===== config.mk =====
export PLATFORM = sky130hd
export DESIGN_NAME = pr_avmm_freeze_bridge
export DESIGN_NICKNAME = d
export VERILOG_FILES = /design/src/rtl/pr_avmm_freeze_bridge.sv
export SDC_FILE = /design/constraint.sdc
export NUM_CORES = 1
export LEC_CHECK = 0
export CAP_MARGIN = 40
export CORE_ASPECT_RATIO = 1.2
export CORE_MARGIN = 3
export CORE_UTILIZATION = 40
export CTS_CLUSTER_SIZE = 24
export DETAILED_ROUTE_END_ITERATION = 16
export PLACE_DENSITY = 0.73
export RECOVER_POWER = 100
export SLEW_MARGIN = 20
export SYNTH_ARGS = -nofsm -noshare
export SYNTH_HDL_FRONTEND = slang
export SYNTH_SLANG_ARGS = --single-unit
export TNS_END_PERCENT = 5

===== constraint.sdc =====
create_clock -name clk -period 3.4 [get_ports clk]
set_input_delay 0.34 -clock clk [delete_from_list [all_inputs] [get_ports clk]]
set_output_delay 0.34 -clock clk [all_outputs]
set_load 0.01 [all_outputs]

===== src/rtl/pr_avmm_freeze_bridge.sv =====
// rtl/pr_avmm_freeze_bridge.sv - Avalon-MM freeze bridge between a PR region master and the NoC
// Registers region commands toward the NoC, forwards read data, and isolates the region on freeze.
module pr_avmm_freeze_bridge #(
  parameter int ADDR_W        = 20,
  parameter int DATA_W        = 32,
  parameter int MAX_PEND      = 8,
  parameter int DRAIN_TIMEOUT = 1024
) (
  input  logic              clk,
  input  logic              rst,
  input  logic              freeze_req,
  output logic              freeze_ack,
  output logic              drain_timeout,
  input  logic [ADDR_W-1:0] s_address,
  input  logic [DATA_W-1:0] s_writedata,
  input  logic              s_read,
  input  logic              s_write,
  output logic              s_waitrequest,
  output logic [DATA_W-1:0] s_readdata,
  output logic              s_readdatavalid,
  output logic [ADDR_W-1:0] m_address,
  output logic [DATA_W-1:0] m_writedata,
  output logic              m_read,
  output logic              m_write,
  input  logic              m_waitrequest,
  input  logic [DATA_W-1:0] m_readdata,
  input  logic              m_readdatavalid
);

  localparam int PW = $clog2(MAX_PEND) + 1;
  localparam int TW = $clog2(DRAIN_TIMEOUT + 1);

  typedef enum logic [1:0] {RUN, DRAIN, FROZEN} state_t;

  state_t            state, state_nxt;
  logic              cmd_valid, cmd_is_read;
  logic [PW-1:0]     pend_cnt, stale_cnt;
  logic [TW-1:0]     timer;
  logic              rdv_q;
  logic [DATA_W-1:0] rdata_q;
  logic              accept, rsp_drop, rsp_fwd, pend_inc, pend_dec;
  logic              drained, timed_out, force_drop;

  assign s_waitrequest = (state != RUN) || (cmd_valid && m_waitrequest) ||
                         (pend_cnt == PW'(MAX_PEND)) || (stale_cnt != '0);
  assign accept    = (s_read || s_write) && !s_waitrequest;
  // Responses owed to reads abandoned by a timed-out drain are swallowed here.
  assign rsp_drop  = m_readdatavalid && (stale_cnt != '0);
  assign rsp_fwd   = m_readdatavalid && !rsp_drop;
  assign pend_inc  = accept && s_read;
  assign pend_dec  = rsp_fwd && (pend_cnt != '0);
  assign drained   = !cmd_valid && (pend_cnt == '0);
  assign timed_out = (timer == TW'(DRAIN_TIMEOUT - 1));
  assign force_drop = (state == DRAIN) && freeze_req && !drained && timed_out;

  always_comb begin
    state_nxt       = state;
    freeze_ack      = 1'b0;
    m_read          = 1'b0;
    m_write         = 1'b0;
    s_readdatavalid = 1'b0;
    s_readdata      = '0;
    case (state)
      RUN: begin
        if (freeze_req) state_nxt = DRAIN;
      end
      DRAIN: begin
        if (!freeze_req)             state_nxt = RUN;
        else if (drained || timed_out) state_nxt = FROZEN;
      end
      FROZEN: begin
        freeze_ack = 1'b1;
        if (!freeze_req) state_nxt = RUN;
      end
      default: state_nxt = RUN;
    endcase
    if (state != FROZEN) begin
      m_read          = cmd_valid && cmd_is_read;
      m_write         = cmd_valid && !cmd_is_read;
      s_readdatavalid = rdv_q;
      s_readdata      = rdata_q;
    end
  end

  always_ff @(posedge clk or posedge rst) begin
    if (rst) begin
      state <= RUN;
      timer <= '0;
    end else begin
      state <= state_nxt;
      timer <= (state == DRAIN) ? timer + TW'(1) : '0;
    end
  end

  always_ff @(posedge clk or posedge rst) begin
    if (rst) begin
      cmd_valid   <= 1'b0;
      cmd_is_read <= 1'b0;
      m_address   <= '0;
      m_writedata <= '0;
    end else if (accept) begin
      cmd_valid   <= 1'b1;
      cmd_is_read <= s_read;
      m_address   <= s_address;
      m_writedata <= s_writedata;
    end else if (force_drop || !m_waitrequest) begin
      cmd_valid <= 1'b0;
    end
  end

  always_ff @(posedge clk or posedge rst) begin
    if (rst) begin
      pend_cnt  <= '0;
      stale_cnt <= '0;
    end else if (force_drop) begin
      // Reads still owed at the timeout become stale; a response landing now is already accounted.
      pend_cnt  <= '0;
      stale_cnt <= pend_cnt - PW'(pend_dec);
    end else begin
      if (pend_inc && !pend_dec)      pend_cnt <= pend_cnt + PW'(1);
      else if (pend_dec && !pend_inc) pend_cnt <= pend_cnt - PW'(1);
      if (rsp_drop) stale_cnt <= stale_cnt - PW'(1);
    end
  end

  always_ff @(posedge clk or posedge rst) begin
    if (rst) begin
      rdv_q   <= 1'b0;
      rdata_q <= '0;
    end else if (state == FROZEN) begin
      rdv_q   <= 1'b0;
      rdata_q <= '0;
    end else begin
      rdv_q   <= rsp_fwd;
      rdata_q <= m_readdata;
    end
  end

  always_ff @(posedge clk or posedge rst) begin
    if (rst)             drain_timeout <= 1'b0;
    else if (force_drop) drain_timeout <= 1'b1;
  end

endmodule


==> flow_results.org, run 1 <==
** Yosys
- Netlist cell types :: 46
- Synthesized Nets :: 459
- sky130_fd_sc_hd__dfrtp_1 takes more of the synthesized area than any other cell.
- Biggest area contributors in the synthesized netlist :: sky130_fd_sc_hd__dfrtp_1 56%, sky130_fd_sc_hd__mux2_4 15%, sky130_fd_sc_hd__and2_1 8.5%
- Share of the yosys chip area belonging to registers :: 0.560
- During synthesis, Yosys emitted a total of 0 warnings.
- Average size of a mapped cell :: 13.5 um^2
- Post-synth ARST share :: 1.00
- The mapped netlist covers 4870 um^2.
- Counting flops and latches in the post-synthesis netlist gives 109.
- Of the post-synthesis cell area, the dominant cell type holds 0.560.
- Leading register cell type out of synthesis :: sky130_fd_sc_hd__dfrtp_1
- Post-Syn Instances :: 360
- The synthesized design contains 0 enable-type register cells.

** Global routing
- Number of antenna violations at the first check in global routing :: 0
- Summed over all layers, the global routing overflow is 0.
- The via count of the first global-routing pass came to 3565.
- Pin count of the biggest net entering global routing :: 61
- For this run, the total global-route usage over all layers was measured as 0.175.
- First-pass GRT wire length :: 18800 um

** Critical path
- Req. time, crit path :: 3620 ps
- Maximum fanout encountered on the critical timing path :: 19
- Startpoint of the worst setup timing path :: stale_cnt[0]
- Most common cell on crit path :: sky130_fd_sc_hd__clkbuf_1
- Crit path largest cell delay :: 520 ps
- Setup CP Type :: reg -> reg
- STA puts the critical path data arrival time at 3100 ps.
- The critical path ends at m_writedata[3].
- Worst-case register-to-register setup slack :: 520 ps
- The critical path goes through inv_1 -> ha_1 -> nor3b_1 -> clkbuf_1 -> and3_1 -> inv_6 -> nor2_4 -> clkbuf_1 -> mux2_1.
- The number of cells on the worst reg-to-reg path is 9.
- Slowest CP cell :: sky130_fd_sc_hd__nor2_4
- Kind of end point of the critical path :: flop
- Origin of the critical flop-to-flop path :: stale_cnt[0]
- Critical path startpoint category :: flop
- The worst register-to-register path ends at m_writedata[3].

** Clock tree
- TritonCTS built the clock tree.
- # H-tree levels :: 3
- The cell sitting at the root of the clock tree is a sky130_fd_sc_hd__clkbuf_16.
- TritonCTS created 9 clock buffers.
- Number of sinks handled by clock tree synthesis :: 109
- After clock tree synthesis, the clock-pin slew on the worst setup and hold paths is 70 ps.
- Hold repair after CTS inserted 0 buffers.
- Clk_lat worst skew :: 340 ps
- The number of gates resized after CTS was 0.
- Post CTS Setup Buffer Count :: 0
- Max clock buf depth :: 2

** Detailed routing
- Total number of vias :: 3373
- Summed over all layers, the routed wires come to ~11000 um.
- Vias per Instance :: 4.78
- First DRT Iteration DRCs :: 72
- For this run, design rule violations remaining after detail routing come to 0.
- DRT antenna net count :: 0
- DR pass1 iterations :: 4
- Detailed-route wire length per cell :: 16.1 um

** Cells and area
- Layout cell share with drive strength beyond 1 :: 0.0729
- From synthesis to final layout, the design area changed by 42.7%.
- Final #Nets :: ~640
- Count of inserted antenna diode cells :: 0
- Filler Cells Inserted :: 1026

** Power
- Cell Int Power :: 3.28 mW
- The completed layout was analyzed and its total power is 4.66 mW.
- Of the total power, the share spent switching nets is 0.297.
- Lkg Pwr :: ~3.1 nW
- Switching power summed over all nets :: 1.39 mW
- IR analysis of the VDD net gives a maximum drop of approximately 0.30 mV.
- Portion of total power attributed to sequential cells :: 0.412
- Of the total power, the clock network draws 0.246.
- Of the total power, combinational logic draws 0.342.
- Power density relative to cell area :: ~670 nW/um^2

** Die
- Initial cell density of the core :: 0.415
- The die covers 13500 um^2.
- Measured along the y axis, the die boundary spans 127 um.
- Boundary Pins :: 181
- Horizontal die dimension :: 107 um
- Std-Cell Rows :: 43
- The region available for standard cell placement spans 11700 um^2.

** Placement
- Routability-driven placement finished with a final weighted congestion of 0.857.
- Port buffer count :: 180
- Once detailed placement completed, the half-perimeter wirelength came to 8750 um.

** Hold path
- Hold crit path type :: reg -> reg
- Counting instances, the worst hold path has a depth of 1.

** Status
- Violations in the final reports :: capacitance limit, slew limit
- Status :: finished with violations

** Timing
- The final count of hold timing violations was 0.
- Setup repair after global routing left no endpoint under its margin.
- Final total negative setup slack :: 0 ps
- Count of final max-slew check failures :: 44
- The worst pin sits at a relative slew slack of -0.350.
- The routed design could run at a clock period as short as slightly below 3000 ps.
- At the pin with the least slew margin, the transition time is 2010 ps.
- Clock skew after layout :: 5.48 ps
- Of the available clock period, the critical path in the final layout requires 0.848.
- Top achievable clock speed :: 347 MHz
- Setup Viol. Count Final :: 0

** Flow run
- The tool flagged a number of max-cap violations equal to 1.
-- power groups by stage --
stage | logic [mW] | registers (mW) | clock network, mW
4_1_cts | 1.99 | 1.96 | 1.17
6_report | 1.60 | 1.92 | 1.15
5_1_grt | 1.74 | 1.98 | 1.23
3_5_place_dp | 1.98 | 1.98 | 0
2_1_floorplan | 0.897 | 2.07 | 0
3_3_place_gp | 1.93 | 1.97 | 0
-- state kept, by name, indices dropped and copies added (netlist names), 2 cells and up --
register / cells
m_address: 20
pend_cnt: 4
rdata_q: 32
timer: 11
m_writedata: 32
state: 2
stale_cnt: 4
-- placed cells by master, fill, tap and decap left out, types with 5 or more instances in the layout --
cell type,count
sky130_fd_sc_hd__clkbuf_16,9
sky130_fd_sc_hd__dfrtp_1,109
sky130_fd_sc_hd__xnor2_1,8
sky130_fd_sc_hd__clkdlybuf4s50_1,89
sky130_fd_sc_hd__a21oi_1,6
sky130_fd_sc_hd__and3_1,5
sky130_fd_sc_hd__dlygate4sd3_1,91
sky130_fd_sc_hd__and2_1,54
sky130_fd_sc_hd__inv_1,6
sky130_fd_sc_hd__mux2_4,7
sky130_fd_sc_hd__mux2_1,43
sky130_fd_sc_hd__o21ai_0,5
sky130_fd_sc_hd__nor2_1,19
sky130_fd_sc_hd__nand2_1,12
sky130_fd_sc_hd__and2_0,12
sky130_fd_sc_hd__nand3_1,6
sky130_fd_sc_hd__xor2_1,6
sky130_fd_sc_hd__nand2b_1,5
sky130_fd_sc_hd__ha_1,7
-- cells by family (layout without fill, tap and decap cells) --
logic type | count (synthesis) | after routing | synth area share
flip-flops | 109 | 109 | 0.560
buffers and inverters | 22 | 211 | 0.0362
AO/OA/AOI/OAI | 21 | 21 | 0.0308
multiplexers | 55 | 55 | 0.165
XOR/XNOR | 14 | 14 | 0.0252
AND/OR/NAND/NOR | 131 | 131 | 0.161
adder cells (fa/ha/maj) | 8 | 8 | 0.0221
-- how the worst min path moves through the flow --
stage / startpoint / endpoint / slack (ps)
finish: drain_timeout / drain_timeout / 470
global route: m_address[11] / m_address[11] / 510
CTS: rst / m_writedata[11] / 440
detailed placement: drain_timeout / drain_timeout / 460
global placement: drain_timeout / drain_timeout / 450
floorplan: m_readdatavalid / rdv_q / 450
-- cells in the mapped netlist, types with 2 or more instances --
cell type,n
sky130_fd_sc_hd__mux2i_1,2
sky130_fd_sc_hd__and2_1,66
sky130_fd_sc_hd__inv_1,7
sky130_fd_sc_hd__clkbuf_1,8
sky130_fd_sc_hd__nand3_1,6
sky130_fd_sc_hd__nand2b_1,5
sky130_fd_sc_hd__nand2_1,12
sky130_fd_sc_hd__nor2_1,18
sky130_fd_sc_hd__xor2_1,6
sky130_fd_sc_hd__xnor2_1,8
sky130_fd_sc_hd__nor2b_1,3
sky130_fd_sc_hd__mux2_2,3
sky130_fd_sc_hd__a21oi_1,6
sky130_fd_sc_hd__and3_1,4
sky130_fd_sc_hd__ha_1,7
sky130_fd_sc_hd__dfrtp_1,109
sky130_fd_sc_hd__nand4_1,2
sky130_fd_sc_hd__buf_12,5
sky130_fd_sc_hd__mux2_4,50
sky130_fd_sc_hd__o21ai_0,5
sky130_fd_sc_hd__or3_1,3
-- critical path, delay by kind of cell (launching register included) --
| kind | cells | cell delay (ps) |
|---|---|---|
| fa+ha+maj | 1 | 190 |
| simple gates | 3 | 1050 |
| buf+inv | 4 | 780 |
| flops | 1 | 380 |
| mux | 1 | 370 |
-- routing by layer --
layer	part of all wire	wire [um]	GRT usage
met2	0.54	6110	0.311
met3	0.053	606	0.0422
met1	0.39	4450	0.208
met5	0	0	0
met4	0.017	197	0.0564
-- final cells by class --
class,count,area [um^2],area share
clock buffers,9,225,0.0324
clock inverters,7,106,0.0153
inverters,8,36.3,0.00522
multi-input cells,229,1780,0.256
flip-flops and latches,109,2730,0.392
well taps,157,196,0.0283
repair buffers,187,1880,0.271
-- per-stage QoR --
stage | utilization | setup slack (ps) | hold WS, ps | instance area [um^2] | instances
floorplan | - | 186 | 448 | 4870 | 360
global placement | 0.580 | 708 | 451 | 6800 | 689
detailed placement | 0.582 | 623 | 455 | 6820 | 690
CTS | 0.610 | 785 | 443 | 7150 | 706
global route | 0.593 | 273 | 508 | 6950 | 706
finish | 0.593 | 515 | 471 | 6950 | 706
Power figures use the tool's default switching activity.
==> inputs of run 2 (changes only) <==
--- a/config.mk
+++ b/config.mk
@@ -11,7 +11,7 @@
 export CORE_UTILIZATION = 40
 export CTS_CLUSTER_SIZE = 24
 export DETAILED_ROUTE_END_ITERATION = 16
-export PLACE_DENSITY = 0.73
+export PLACE_DENSITY = 0.7
 export RECOVER_POWER = 100
 export SLEW_MARGIN = 20
 export SYNTH_ARGS = -nofsm -noshare
==> constraint.sdc (replaced) <==
create_clock -name clk -period 2.9 [get_ports clk]
set_input_delay 0.29 -clock clk [delete_from_list [all_inputs] [get_ports clk]]
set_output_delay 0.29 -clock clk [all_outputs]
set_load 0.01 [all_outputs]
==> run 2 against run 1 <==
The flow now finishes without violations. Hold slack better by 9.3 ps. Register-to-register slack worse by 310 ps. Global-route usage is 0.17 points higher. Maximum frequency is 7.1% higher. Largest cell class unchanged. Sequential cell count stayed put. Total power is 18% higher. Sequential power is 17% higher.
==> flow_results.org, run 2 (synthesis results as in run 1) <==
** Cells and area
- Highest-count cells in the layout ignoring fill and taps :: 109 x sky130_fd_sc_hd__dfrtp_1, 91 x sky130_fd_sc_hd__dlygate4sd3_1, 89 x sky130_fd_sc_hd__clkdlybuf4s50_1
- Area added between synthesis and finish :: 43.1%
- The fraction of layout instances using a drive strength above 1 was 0.0761 (+0.00323).
- Count of inserted antenna diode cells :: 0 (unchanged)
- The post-layout net count is 646 (+0.47%).
- Leaving out fill and tap cells, the most frequent cell in the layout is sky130_fd_sc_hd__dfrtp_1.
- The largest registers in the layout are m_writedata x32, rdata_q x32, m_address x20.
- Filler Cells Inserted :: 1026 (unchanged)

** Clock tree
- Post CTS Setup Buffer Count :: 0 (unchanged)
- CTS tree :: yes
- Register clock-pin slew on the reported worst setup and hold paths :: 70 ps (about the same)
- # H-tree levels :: 3 (unchanged)
- The total of cells resized after clock tree synthesis is 0 (unchanged).
- Number of clock buffers inserted by TritonCTS :: 9 (unchanged)
- Clk_lat worst skew :: 340 ps (about the same)
- The number of buffers between clock root and the deepest sink came to 2 (unchanged).
- Number of hold buffers added after cts :: 0 (unchanged)
- CTS placed an instance of sky130_fd_sc_hd__clkbuf_16 at the clock tree root.
- The clock net sink count is 109 (unchanged).

** Hold path
- Hold crit path type :: reg -> reg

** Placement
- The global placer's final weighted congestion was 0.849 (-0.92%).
- Half-perimeter wire length after placement :: 8790 um (+0.43%)
- The number of port buffers was 180 (unchanged).

** Die
- Std-Cell Rows :: 43 (unchanged)
- Boundary Pins :: 181 (unchanged)
- The area of the die is 13500 um^2 (unchanged).
- Die span in y :: 127 um (unchanged)
- Horizontal die dimension :: 107 um (unchanged)
- Initial cell density of the core :: 0.415 (unchanged)
- Core region area :: 11700 um^2 (unchanged)

** Critical path
- The critical path in this run is classified as reg -> reg.
- Req. time, crit path :: 3170 ps (-450 ps)
- Kind of end point of the critical path :: flop
- Critical path's top delay family :: simple AND/OR/NAND/NOR gates
- The largest driver fanout on the critical path is 5 (-14).
- The data arrival time of the critical path was 2960 ps (-140 ps).
- Critical path startpoint category :: flop
- The critical path goes through inv_1 -> ha_1 -> nor3b_2 -> and3_4 -> nand3_1 -> ha_1 -> a21o_2 -> a21oi_1 -> or3_1 -> a21oi_1 -> mux2i_1.
- Crit path largest cell delay :: 390 ps (-130 ps)
- For this design, the slowest cell found on the critical path is sky130_fd_sc_hd__dfrtp_1.
- The number of buffers and inverters on the critical path was 1 (-3).

** Detailed routing
- The total length of routed wires is 11300 um (-0.29%).
- Vias per Instance :: 4.69 (-1.8%)
- The post-detailed-route DRC marker count was 0 (unchanged).
- The number of vias after detailed routing was 3328 (-1.3%).
- First DRT Iteration DRCs :: 103 (+43%)
- DR pass1 iterations :: 4 (unchanged)
- DRT antenna net count :: 0 (unchanged)
- Detailed-route wire length per cell :: 16.0 um (-0.71%)

** Timing
- The final count of hold timing violations was 0 (unchanged).
- Top achievable clock speed :: 371 MHz (+7.1%)
- The final setup TNS came to 0 ps (unchanged).
- The worst slew margin relative to its limit was 0.216 (+0.566).
- The count of final setup violators was 0 (unchanged).
- Crit share post-route :: 0.929 (+0.0806)
- Clock skew after layout :: 8.42 ps (+2.94 ps)
- Minimum period implied by the final worst setup slack :: 2690 ps (-191 ps)
- The final number of max-transition violations was 0 (-100%).
- The slew at the pin closest to its max-slew limit came to 1180 ps (-838 ps).
- RSZ-0062 raised after global routing :: false

** Global routing
- Tot GR Track Use :: 0.177 (+0.00167)
- Number of antenna violations at the first check in global routing :: 0 (unchanged)
- The pin count of the biggest net entering global routing came to 65 (+6.6%).
- The global route total overflow was 0 (unchanged).
- Vias in the first global route :: 3501 (-1.8%)
- The global-route wire length before repair came to 18700 um (-0.26%).

** Power
- The overall power of the completed layout was 5.52 mW (+18%).
- Lkg Pwr :: 3.08 nW (about the same)
- The worst-case vdd ir drop was 0.371 mV (+25%).
- The power density over the cells is 792 nW/um^2 (+18%).

** Flow run
- Max-cap check violation count :: 0 (-1)

** Status
- The run finished with clean final reports.
==> run 2: metal layers <==
layer  part of all wire  up-vias  global-route usage
li1                   -     1582                   -
met1               0.38     1600               0.207
met2               0.53      128               0.309
met3              0.067       18              0.0438
met4              0.023        0              0.0730
met5                  0        -                   0
==> run 2: final cells by class <==
type                       count  area (um^2)  area share
timing repair buffer         190         1870       0.268
tap                          157          196      0.0282
sequential                   109         2730       0.391
clock buffer                   9          225      0.0323
inverter                       8         36.3     0.00521
multi-input combinational    229         1800       0.258
clock inverter                 7          123      0.0176
==> run 2: through the flow <==
| stage | setup WS (ps) | std cells | utilization | cell area, um^2 | hold slack (ps) |
|---|---|---|---|---|---|
| 2_1_floorplan | 503 | 360 | - | 4870 | 398 |
| 3_3_place_gp | 245 | 692 | 0.582 | 6830 | 451 |
| 3_5_place_dp | 197 | 692 | 0.582 | 6830 | 469 |
| 4_1_cts | 216 | 708 | 0.612 | 7170 | 361 |
| 5_1_grt | 25.0 | 709 | 0.594 | 6970 | 500 |
| 6_report | 206 | 709 | 0.594 | 6970 | 481 |
==> run 2: power breakdown <==
group / internal (mW) / total, mW / leakage (nW) / switching [mW]
Sequential: 1.98 / 2.24 / 1.34 / 0.262
Clock: 0.848 / 1.40 / 0.162 / 0.550
Combinational: 1.08 / 1.88 / 1.58 / 0.793
==> run 2: path summary, 6_finish.rpt <==
check                                 from         endpoint  slack (ps)  depth (start not counted)
max                           stale_cnt[0]      pend_cnt[3]         210                         11
min                        m_writedata[28]  m_writedata[28]         480                          1
max reg2reg                   stale_cnt[0]      pend_cnt[3]         210                         11
min reg2reg                m_writedata[28]  m_writedata[28]         480                          1
max in group asynchronous              rst     m_address[9]         770                          3
min in group asynchronous              rst  m_writedata[19]         590                          2
==> inputs of run 3 (changes only) <==
--- a/config.mk
+++ b/config.mk
@@ -9,6 +9,7 @@
 export CORE_ASPECT_RATIO = 1.2
 export CORE_MARGIN = 3
 export CORE_UTILIZATION = 40
+export CTS_BUF_LIST = sky130_fd_sc_hd__clkbuf_4 sky130_fd_sc_hd__clkbuf_8
 export CTS_CLUSTER_SIZE = 24
 export DETAILED_ROUTE_END_ITERATION = 16
 export PLACE_DENSITY = 0.7
==> run 3 against run 2 <==
Core utilization is 0.90 points lower. Die area stayed put. Wire length is 0.42% lower. Critical path depth stayed put. Worst setup slack better by 9.3 ps. Register-to-register slack hardly changed. Sequential power hardly changed. Critical path type unchanged. Critical endpoint unchanged. Largest power group unchanged.
==> flow_results.org, run 3 (synthesis results as in run 1) <==
** Status
- Status :: completed

** Clock tree
- The H-tree depth reported by CTS was 3 (unchanged).
- PostCTS Resize Cnt :: 0 (unchanged)
- Number of sinks handled by clock tree synthesis :: 109 (unchanged)
- Root buffer cell :: sky130_fd_sc_hd__clkbuf_8
- The number of CTS-inserted buffers was 9 (unchanged).
- The number of hold-repair buffers added at the cts stage came to 0 (unchanged).
- Clk_lat worst skew :: 360 ps (+20 ps)
- The count of buffers added by post-CTS timing repair for setup came to 0 (unchanged).
- Max clock buf depth :: 2 (unchanged)
- Register clock-pin slew on the reported worst setup and hold paths :: 100 ps (+30 ps)
- TritonCTS built the clock tree.

** Global routing
- Pin count of the biggest net entering global routing :: 65 (unchanged)
- The global route total overflow came to 0 (unchanged).
- Number of antenna violations at the first check in global routing :: 0 (unchanged)
- The global-route met3 utilization is 0.0417 (-0.00204).
- The overall global routing resource usage is 0.175 (-0.00140).
- Vias in the first global route :: 3499 (-0.057%)
- Global-route track usage on met2 :: 0.310 (+0.00111)
- Most heavily used metal layer in global routing :: met2
- The met1 track demand over resource in global routing came to 0.206 (-0.000996).
- First-pass GRT wire length :: 18700 um (-0.26%)

** Critical path
- Kind of end point of the critical path :: flop
- The critical path required time came to 3190 ps (+20 ps).
- Setup CP Type :: reg -> reg
- The number of cells on the worst reg-to-reg path is 11 (unchanged).
- The largest driver fanout on the critical path is 5 (unchanged).
- The data arrival time of the critical path is 2980 ps (+20 ps).
- Critical path startpoint category :: flop

** Power
- The power density over the cells was 757 nW/um^2 (-4.4%).
- Switching power summed over all nets :: 1.56 mW (-2.5%)
- Logic pwr share :: 0.360 (+0.020)
- Lkg Pwr :: 3.03 nW (-1.6%)
- The worst-case vdd ir drop came to 0.413 mV (+11%).
- The sequential group share of total power is 0.431 (+0.024).
- The relative contribution of the clock network to total power was 0.210 (-0.043).
- The switching part of the total was 0.301 (+0.0101).
- Cell Int Power :: 3.63 mW (-7.1%)

** Placement
- Routability cong. :: 0.849 (unchanged)
- Port buffer count :: 180 (unchanged)
- The placed wire-length estimate after detailed placement was 8790 um (unchanged).
- The cell area after placement was 6830 um^2 (unchanged).

** Timing
- Setup repair after global routing left no endpoint under its margin.
- Relative slew margins :: 0.188 (-0.0275)
- The count of final setup violators is 0 (unchanged).
- Final total negative setup slack :: 0 ps (unchanged)
- The part of the cycle the worst path needs is 0.926 (-0.00319).
- Clock skew after layout :: 8.66 ps (+0.237 ps)
- The final count of hold timing violations came to 0 (unchanged).
- Count of final max-slew check failures :: 0 (unchanged)
- Top achievable clock speed :: 372 MHz (+0.34%)
- The post-layout minimum cycle time was 2690 ps (-9.25 ps).
- The slew at the pin closest to its max-slew limit came to 1220 ps (+41.2 ps).

** Cells and area
- The sequential cell area in the final layout is 2730 um^2 (unchanged).
- Post-route standard cell area excluding fillers :: 6860 um^2 (-1.5%)
- The number of inserted filler cells in the final layout came to 1044 (+1.8%).
- Count of inserted antenna diode cells :: 0 (unchanged)
- Most common cell after layout, fill and taps aside :: sky130_fd_sc_hd__dfrtp_1
- Highest-count cells in the layout ignoring fill and taps :: 109 x sky130_fd_sc_hd__dfrtp_1, 91 x sky130_fd_sc_hd__dlygate4sd3_1, 89 x sky130_fd_sc_hd__clkdlybuf4s50_1
- Area of the multi-input gates :: 1790 um^2 (-0.21%)
- Final #Nets :: 646 (unchanged)
- Layout cell share with drive strength beyond 1 :: 0.0743 (-0.00181)
- The largest registers in the layout are m_writedata x32, rdata_q x32, m_address x20.
- Area added between synthesis and finish :: 40.9%

** Detailed routing
- DRT antenna net count :: 0 (unchanged)
- The total length of routed wires was 11300 um (-0.42%).
- The total iterations of the first detailed-routing run is 4 (unchanged).
- Vias per Instance :: 4.64 (-1.1%)
- The number of vias after detailed routing came to 3292 (-1.1%).
- Final routed DRC violation total :: 0 (unchanged)
- Detailed-route wire length per cell :: 15.9 um (-0.42%)
- The number of DRC violations after detailed-routing iteration 0 is 102 (-0.97%).

** Die
- The boundary pin count was 181 (unchanged).
- Core region area :: 11700 um^2 (unchanged)
- The die height is 127 um (unchanged).
- The die span in x came to 107 um (unchanged).
- Std-Cell Rows :: 43 (unchanged)
- Total Die Area :: 13500 um^2 (unchanged)
- The initial core utilization was 0.415 (unchanged).

** Hold path
- Hold crit path type :: in -> reg
- The number of cells on the worst hold path came to 2 (+1).

** Flow run
- Max-cap check violation count :: 0 (unchanged)
run 3: cell counts in the layout (fill, tap and decap cells not counted):
Identical to the previous run, type by type.
run 3: metal layers:
layer	up-vias	wire, um
li1	1574	-
met1	1582	4270
met2	117	6000
met3	19	732
met4	0	295
met5	-	0
run 3: worst paths after layout:
check | start | to | slack (ps)
setup / recovery | stale_cnt[0] | pend_cnt[3] | 210
max in group asynchronous | rst | m_address[8] | 750
min in group asynchronous | rst | pend_cnt[2] | 570
hold reg to reg | m_writedata[28] | m_writedata[28] | 480
hold / removal | m_readdata[14] | rdata_q[14] | 470
setup reg to reg | stale_cnt[0] | pend_cnt[3] | 210
run 3: area by class of cell:
cell class,instances,area share
clock buffer,9,0.0180
sequential,109,0.397
multi-input combinational,229,0.261
clock inverter,7,0.0179
tap,157,0.0286
timing repair buffer,190,0.272
inverter,8,0.00529
run 3: stage by stage:
step	util	hold WS [ps]	total power, mW	std cells	setup WS [ps]
global route	0.585	465	5.53	709	15.9
floorplan	-	398	3.47	360	503
detailed placement	0.582	469	4.64	692	197
global placement	0.582	451	4.58	692	245
finish	0.585	475	5.20	709	215
CTS	0.603	328	5.77	708	197
run 3: power by group through the flow:
stage               Combinational, mW  Sequential [mW]  Clock [mW]
floorplan                        1.05             2.42           0
global placement                 2.30             2.27           0
detailed placement               2.34             2.30           0
CTS                              2.35             2.28        1.13
global route                     2.03             2.31        1.19
finish                           1.87             2.24        1.09
run 3: worst max-delay path, stage by stage (launching register included):
cell and delay [ps]:
sky130_fd_sc_hd__dfrtp_1 400, sky130_fd_sc_hd__inv_1 120, sky130_fd_sc_hd__ha_1 180, sky130_fd_sc_hd__nor3b_2 320, sky130_fd_sc_hd__and3_4 310, sky130_fd_sc_hd__nand3_1 140
sky130_fd_sc_hd__ha_1 310, sky130_fd_sc_hd__a21o_2 110, sky130_fd_sc_hd__a21oi_1 60, sky130_fd_sc_hd__or3_1 300, sky130_fd_sc_hd__a21oi_1 170, sky130_fd_sc_hd__mux2i_1 190
